`config.mk`:
```
export PLATFORM = sky130hd
export DESIGN_NAME = dac_spi_writer
export DESIGN_NICKNAME = d
export VERILOG_FILES = /design/src/rtl/guangsai_dac_pkg.sv /design/src/rtl/dac_sck_divider.sv /design/src/rtl/dac_spi_writer.sv
export SDC_FILE = /design/constraint.sdc
export NUM_CORES = 1
export LEC_CHECK = 0
export BUFFER_PORTS_ARGS = -buffer_cell sky130_fd_sc_hd__buf_2
export CORE_MARGIN = 2
export CORE_UTILIZATION = 45
export DETAILED_ROUTE_END_ITERATION = 6
export MAX_ROUTING_LAYER = met4
export PLACE_DENSITY = 0.67
export SYNTH_ARGS = -nofsm -noshare
export SYNTH_HDL_FRONTEND = slang
export SYNTH_SLANG_ARGS = --single-unit
```
`constraint.sdc`:
```
create_clock -name clock -period 1.9 [get_ports clock]
set_input_delay 0.38 -clock clock [delete_from_list [all_inputs] [get_ports clock]]
set_output_delay 0.38 -clock clock [all_outputs]
set_load 0.01 [all_outputs]
```
`src/rtl/guangsai_dac_pkg.sv`:
```
// Shared types and default sizing for the laser-control DAC write channels.
package guangsai_dac_pkg;

   typedef enum logic [1:0] {
      IDLE,
      SETUP,
      SHIFT,
      LDAC
   } dac_state_e;

   localparam int DAC_DATA_WIDTH = 16;
   localparam int DAC_CLK_DIV    = 4;
   localparam int DAC_LDAC_PULSE = 2;

endpackage

```
`src/rtl/dac_sck_divider.sv`:
```
// Phase counter for the local SCK: one-cycle tick every CLK_DIV clocks.
module dac_sck_divider #(
   parameter int CLK_DIV = 4
) (
   input  logic clock,
   input  logic reset,
   input  logic clear,
   input  logic run,
   output logic tick
);

   localparam int CW = $clog2(CLK_DIV + 1);
   localparam logic [CW-1:0] CNT_LAST = CW'(CLK_DIV - 1);

   logic [CW-1:0] cnt_q;
   logic [CW-1:0] cnt_d;

   always_comb begin
      cnt_d = cnt_q;
      tick  = 1'b0;
      if (clear || !run) begin
         cnt_d = '0;
      end else if (cnt_q == CNT_LAST) begin
         cnt_d = '0;
         tick  = 1'b1;
      end else begin
         cnt_d = cnt_q + 1'b1;
      end
   end

   always_ff @(posedge clock or negedge reset) begin
      if (!reset) begin
         cnt_q <= '0;
      end else begin
         cnt_q <= cnt_d;
      end
   end

endmodule

```
`src/rtl/dac_spi_writer.sv`:
```
// Single-channel SPI write engine: one DAC code per handshake, MSB first,
// followed by an LDAC latch pulse.
module dac_spi_writer
   import guangsai_dac_pkg::*;
#(
   parameter int DATA_WIDTH = DAC_DATA_WIDTH,
   parameter int CLK_DIV    = DAC_CLK_DIV,
   parameter int LDAC_PULSE = DAC_LDAC_PULSE
) (
   input  logic                  clock,
   input  logic                  reset,
   input  logic                  en,
   input  logic                  in_valid,
   output logic                  in_ready,
   input  logic [DATA_WIDTH-1:0] in_bits,
   output logic                  dac_sck,
   output logic                  dac_cs,
   output logic                  dac_sdi,
   output logic                  dac_ldac,
   output logic                  busy,
   output logic                  done
);

   localparam int BW = $clog2(DATA_WIDTH + 1);
   localparam int LW = $clog2(LDAC_PULSE + 1);
   localparam logic [BW-1:0] BIT_END   = BW'(DATA_WIDTH);
   localparam logic [LW-1:0] LDAC_LAST = LW'(LDAC_PULSE - 1);

   dac_state_e            state_q, state_d;
   logic [DATA_WIDTH-1:0] shreg_q, shreg_d;
   logic [BW-1:0]         bit_q, bit_d;
   logic [LW-1:0]         lcnt_q, lcnt_d;
   logic                  sck_q, sck_d;
   logic                  cs_q, cs_d;
   logic                  sdi_q, sdi_d;
   logic                  ldac_q, ldac_d;
   logic                  done_q, done_d;

   logic accept;
   logic run;
   logic tick;

   assign in_ready = en && (state_q == IDLE);
   assign accept   = in_valid && in_ready;
   assign run      = (state_q == SETUP) || (state_q == SHIFT);

   dac_sck_divider #(
      .CLK_DIV(CLK_DIV)
   ) u_div (
      .clock(clock),
      .reset(reset),
      .clear(accept),
      .run  (run),
      .tick (tick)
   );

   always_comb begin
      state_d = state_q;
      shreg_d = shreg_q;
      bit_d   = bit_q;
      lcnt_d  = lcnt_q;
      sck_d   = sck_q;
      cs_d    = cs_q;
      sdi_d   = sdi_q;
      ldac_d  = ldac_q;
      done_d  = 1'b0;
      unique case (state_q)
         IDLE: begin
            if (accept) begin
               state_d = SETUP;
               shreg_d = in_bits;
               bit_d   = '0;
               cs_d    = 1'b0;
               sdi_d   = in_bits[DATA_WIDTH-1];
            end
         end
         SETUP: begin
            if (tick) begin
               state_d = SHIFT;
               sck_d   = 1'b1;
            end
         end
         SHIFT: begin
            if (tick) begin
               if (sck_q) begin
                  // Zeros shift in, so SDI falls to 0 after the last bit.
                  sck_d   = 1'b0;
                  shreg_d = shreg_q << 1;
                  sdi_d   = shreg_q[DATA_WIDTH-2];
                  bit_d   = bit_q + 1'b1;
               end else if (bit_q == BIT_END) begin
                  state_d = LDAC;
                  cs_d    = 1'b1;
                  ldac_d  = 1'b0;
                  lcnt_d  = '0;
               end else begin
                  sck_d = 1'b1;
               end
            end
         end
         LDAC: begin
            if (lcnt_q == LDAC_LAST) begin
               state_d = IDLE;
               ldac_d  = 1'b1;
               done_d  = 1'b1;
            end else begin
               lcnt_d = lcnt_q + 1'b1;
            end
         end
         default: begin
            state_d = IDLE;
         end
      endcase
   end

   always_ff @(posedge clock or negedge reset) begin
      if (!reset) begin
         state_q <= IDLE;
         shreg_q <= '0;
         bit_q   <= '0;
         lcnt_q  <= '0;
         sck_q   <= 1'b0;
         cs_q    <= 1'b1;
         sdi_q   <= 1'b0;
         ldac_q  <= 1'b1;
         done_q  <= 1'b0;
      end else begin
         state_q <= state_d;
         shreg_q <= shreg_d;
         bit_q   <= bit_d;
         lcnt_q  <= lcnt_d;
         sck_q   <= sck_d;
         cs_q    <= cs_d;
         sdi_q   <= sdi_d;
         ldac_q  <= ldac_d;
         done_q  <= done_d;
      end
   end

   assign dac_sck  = sck_q;
   assign dac_cs   = cs_q;
   assign dac_sdi  = sdi_q;
   assign dac_ldac = ldac_q;
   assign busy     = (state_q != IDLE);
   assign done     = done_q;

endmodule
```
Yosys cells after proc, flatten, opt, wreduce, memory -nomap -nowiden
Cells that the tools add are included.

word-level totals
  bits in registers = 32
  output and inout bits = 7
  input bits = 20
  word-level logic and storage cells = 88

operators by class
  reductions and logical operators = 16
  equal/unequal tests = 14
  muxes and demuxes = 45
  add/subtract/negate cells = 3

operators by type and width
  cell                   count
  $mux W15               3
  $pmux W15 S2           1
  $mux W2                10
  $mux W1                19
  $mux W5                3
  $reduce_and A5 Y1      3
  $ne A2 B2 Y1 const B   6
  $pmux W5 S2            1
  $pmux W1 S2            4
  $pmux W2 S4            1
  $reduce_bool A2 Y1     4
  $mux W3                2
  $reduce_and A6 Y1      1
  $add A5 B1 Y5 const B  1
  $eq A5 B5 Y1 const B   1
  $eq A2 B1 Y1 const B   2
  $eq A2 B2 Y1 const B   2
  $ne A2 B1 Y1 const B   2
  $pmux W2 S2            1
  $reduce_and A4 Y1      1
  $add A3 B1 Y3 const B  1
  $eq A3 B2 Y1 const B   1
  $reduce_and A3 Y1      1
  $add A2 B1 Y2 const B  1
  other kinds (4)        6

Depth between registers and ports, before layout
  word-level depth = 7
  mapped depth = 7
  gate-level depth less buffers = 6

Hierarchy
A second synthesis with hierarchy kept.

second synthesis, totals
  cell total of the unflattened synthesis = 156
  area, all modules = 1685.4 sq um

by module, submodules not included
  module           area an instance (sq um)  cells each  times used  sequential area each (sq um)
  dac_spi_writer   1536.5                    147         1           728.2
  dac_sck_divider  148.9                     9           1           75.1

Least setup slack after synthesis
No wires, ideal clock.

  path type = flip-flop to flip-flop
  from = reg state_q[0]
  to = reg sdi_q (netlist: dac_sdi)
  library setup time = 0.135 ns
  period minus slack after synthesis = 1.749 ns
  path buffers = 1
  arrival = 1.614 ns
  required time = 1.765 ns
  setup slack = 0.151 ns
  cell stages (with the launch flop) = 7
  cell sequence = dfrtp_1 > inv_1 > ha_1 > and4b_1 > o211ai_2 > clkbuf_1 > o21ai_0

on the way
  cells in the longest elaborated chain, start to end = 7
  elaborated cells on any way between the ends = 15
  classes of those cells = 5 x eq/ne; 2 x mux; 8 x reduce/logical

RTL lines
  element                                                    line                                         source
  start, declared                                            dac_spi_writer.sv:29                         dac_state_e state_q, state_d;
  start signal, assigned                                     dac_spi_writer.sv:128                        state_q <= state_d;
  $eq A2 B1 Y1, or another cell as far along                 dac_spi_writer.sv:45                         assign run = (state_q == SETUP) || (state_q == SHIFT);
  $logic_or A1 B1 Y1 or $logic_and A1 B1 Y1 (tied branches)  dac_spi_writer.sv:45, dac_spi_writer.sv:43
  $logic_not A1 Y1 or $logic_and A1 B1 Y1 (tied branches)    dac_sck_divider.sv:21, dac_spi_writer.sv:44
  $logic_or A1 B1 Y1                                         dac_sck_divider.sv:21                        if (clear || !run) begin
  $mux W1                                                    dac_sck_divider.sv:21
  $ne A2 B2 Y1 (no line)                                     n/a
  $reduce_and A4 Y1 (no line)                                n/a
  end signal, assigned                                       dac_spi_writer.sv:134                        sdi_q <= sdi_d;
  end, declared                                              dac_spi_writer.sv:35                         logic sdi_q, sdi_d;

Parallel ways exist; a longest one is shown, timed or not.
A chain may end at the register's enable or synchronous reset.

Final worst setup path
  from = reg state_q[0]
  to = reg bit_q[3]

on the way
  cells in the longest elaborated chain, start to end = 7
  elaborated cells on any way between the ends = 15
  classes of those cells = 5 x eq/ne; 2 x mux; 8 x reduce/logical

RTL lines
  element                                                    line                                         source
  $eq A2 B1 Y1, or another cell as far along                 dac_spi_writer.sv:45
  $logic_or A1 B1 Y1 or $logic_and A1 B1 Y1 (tied branches)  dac_spi_writer.sv:45, dac_spi_writer.sv:43
  $logic_not A1 Y1 or $logic_and A1 B1 Y1 (tied branches)    dac_sck_divider.sv:21, dac_spi_writer.sv:44
  $logic_or A1 B1 Y1                                         dac_sck_divider.sv:21
  $mux W1                                                    dac_sck_divider.sv:21
  $ne A2 B2 Y1 (no line)                                     n/a
  $reduce_and A4 Y1 (no line)                                n/a
  end signal, assigned                                       dac_spi_writer.sv:130                        bit_q <= bit_d;
  end, declared                                              dac_spi_writer.sv:31                         logic [BW-1:0] bit_q, bit_d;

Parallel ways exist; a longest one is shown, timed or not.

==> run summary <==
status - finished clean
Cells after DPL - 232
max-cap viol count - 0
Setup Skew - 0.007554 ns
diode count - 0
syn_nets - 187
latest clock arrival within the worst-skew pair - 0.33 ns
Power Density - 1616 nW/um2
number of flops mapped to enable cells by yosys - 0
count of cell types in the netlist - 35
synthesized instance count - 159
Die X - 64.19 um
register area share after synthesis - 0.4927
crit-path max FO - 6
HP Class - input pin to async pin
fin nets - 224
Critical Path End Type - register
Yosys warning count - 0
area delta synth->final - 19.19%
FF+latch count, synth - 32
Fin Hold WS - 0.07553 ns
Peak Freq - 0.5569 GHz
largest net degree at the start of global routing - 33
DRC - 0
fillers - 307
Starting DRT DRC Count - 48
Sink Count - 32
worst-margin pin slew - 0.6899 ns
gr ovfl total - 0
crit path time final - 1.796 ns
headroom to the max-slew limit - 0.5401
WL final - 3.073 mm
number of setup violations in the final report - 0
Leakage - 0.9431 nW
fin. max-slew vios - 0
Worst-path clk slew - 0.10 ns
Boundary Pins - 27
die area - 4120 um2
num rows - 21
Root Buffer Master - clkbuf_4
Synth async-reset ratio - 1.000
utilization after layout - 0.5689
syn_area_per_cell - 10.25 um2
Vias/cell - 5.160
initial antenna violation count - 0
Critical Path AT - 2.06 ns
CTS buffer count - 5
initial core utilization - 0.4773
synthesized area - 1630 um2
Fin. Hold Viols - 0
CTS Buffer Depth - 2
die height - 64.19 um
Max VDD drop - 0.7170 mV
Max H-tree Level - 2
Core Box Area - 3416 um2
Worst setup SP type - register
Buffers on Ports - 26
Crit Path Class - register to register
Synth Flop Type - dfrtp_1
final period utilization - 0.9450
DRT Pass-1 Iters - 4
via count - 1254
Worst EP required - 2.16 ns
fin cells - 243
GRT Total Usage - 0.1746
first-pass GRT wire length - 5.347 mm
layout cells sized above 1 - 0.2741
final setup TNS - 0 ns
DR WL/cell - 12.65 um
number of routed nets with antenna violations - 0
CTS tree - yes
RePlAce Congestion - 0.8299
RSZ-0062 raised after global routing - false
vias in the first global route - 1215
post-DP HPWL - 2.291 mm
## final timing paths
path | startpoint | end | slack [ns] | cells past startpoint
worst max-delay path | state_q[0]$_DFFE_PN0P_ | bit_q[3]$_DFFE_PN0P_ | 0.10 | 6
worst min-delay path | reset | lcnt_q[1]$_DFFE_PN0P_ | 0.08 | 1
worst max register to register | state_q[0]$_DFFE_PN0P_ | bit_q[3]$_DFFE_PN0P_ | 0.10 | 6
worst min register to register | shreg_q[3]$_DFFE_PN0P_ | shreg_q[3]$_DFFE_PN0P_ | 0.49 | 2
max in group asynchronous | reset | u_div.cnt_q[0]$_DFF_PN0_ | 1.37 | 1
min in group clock | in_bits[0] | shreg_q[0]$_DFFE_PN0P_ | 0.27 | 2
## synth_stat cells (5+ instances only)
library cell	count	area share
a21oi_1	5	0.015
dfrtp_1	30	0.46
ha_1	8	0.061
inv_1	8	0.018
mux2i_1	15	0.092
nand2_1	24	0.055
nand3_1	5	0.015
nor2_1	6	0.014
o21ai_0	24	0.074
## logic make-up (layout without fill, tap and decap cells)
family,Yosys count,in the layout,share of synthesized area
compound gates,40,40,0.1527
flops,32,32,0.4927
buf+inv,13,51,0.03070
simple gates,49,49,0.1520
fa+ha+maj,8,8,0.06140
mux,17,17,0.1105
## state kept, by name (all words and copies together) (netlist names)
name,count
lcnt_q,2
dac_cs,1
u_div.cnt_q,3
done,1
state_q,2
bit_q,5
shreg_q,15
dac_sck,1
dac_ldac,1
dac_sdi,1
## through the flow
step	instance area [um2]	total power, mW	setup WS [ns]
floorplan	1630	2.223	0.1507
global placement	1843	2.582	0.1740
detailed placement	1843	2.663	0.08346
CTS	1904	3.072	0.06245
global route	1943	3.446	0.002176
finish	1943	3.140	0.1045
## power by group
part | switching [mW] | internal [mW] | total (mW)
registers | 0.154 | 0.973 | 1.13
logic | 0.840 | 0.770 | 1.61
clock network | 0.226 | 0.176 | 0.402
total | 1.22 | 1.92 | 3.14
## per-layer routing
layer	global-route usage	vias to the layer above	wire length [um]
met5	-	-	0
met4	0.05585	0	46
met3	0.05810	5	164
met2	0.2799	32	1447
met1	0.2087	581	1415
li1	-	636	-
## worst max-delay path, cell delays in order (launching register included)
cell and delay [ns]:
dfrtp_1 0.41, inv_1 0.11, ha_4 0.30, and4b_1 0.23
o211ai_2 0.14, or3_1 0.38, a21oi_1 0.15
## cell type report
class	count	area [um2]	share of cell area
clock buffers	6	51.30	0.02640
clock inverters	2	10.01	0.005151
flip-flops and latches	32	803.3	0.4134
well taps	46	57.56	0.02962
inverters	8	30.03	0.01545
repair buffers	35	201.4	0.1037
multi-input cells	114	789.5	0.4063
## placed cells by master (no fill, tap or decap), types with 2 or more instances in the layout
| cell type | instances |
|---|---|
| or3_1 | 2 |
| o211ai_1 | 2 |
| nor2_1 | 6 |
| clkinv_2 | 2 |
| nand2b_1 | 2 |
| and2_1 | 2 |
| ha_1 | 7 |
| clkbuf_4 | 5 |
| a21oi_1 | 5 |
| buf_4 | 8 |
| nand2_1 | 24 |
| mux2i_1 | 15 |
| nand3_1 | 5 |
| inv_1 | 8 |
| dfstp_2 | 2 |
| buf_2 | 26 |
| mux2_4 | 2 |
| o21ai_0 | 24 |
| dfrtp_1 | 30 |
## timing repair
action,in CTS,in global routing
setup endpoints to repair,0,19
buffers inserted,0,3
resized for setup,0,2
hold buffers,0,0
Power figures use the tool's default switching activity.
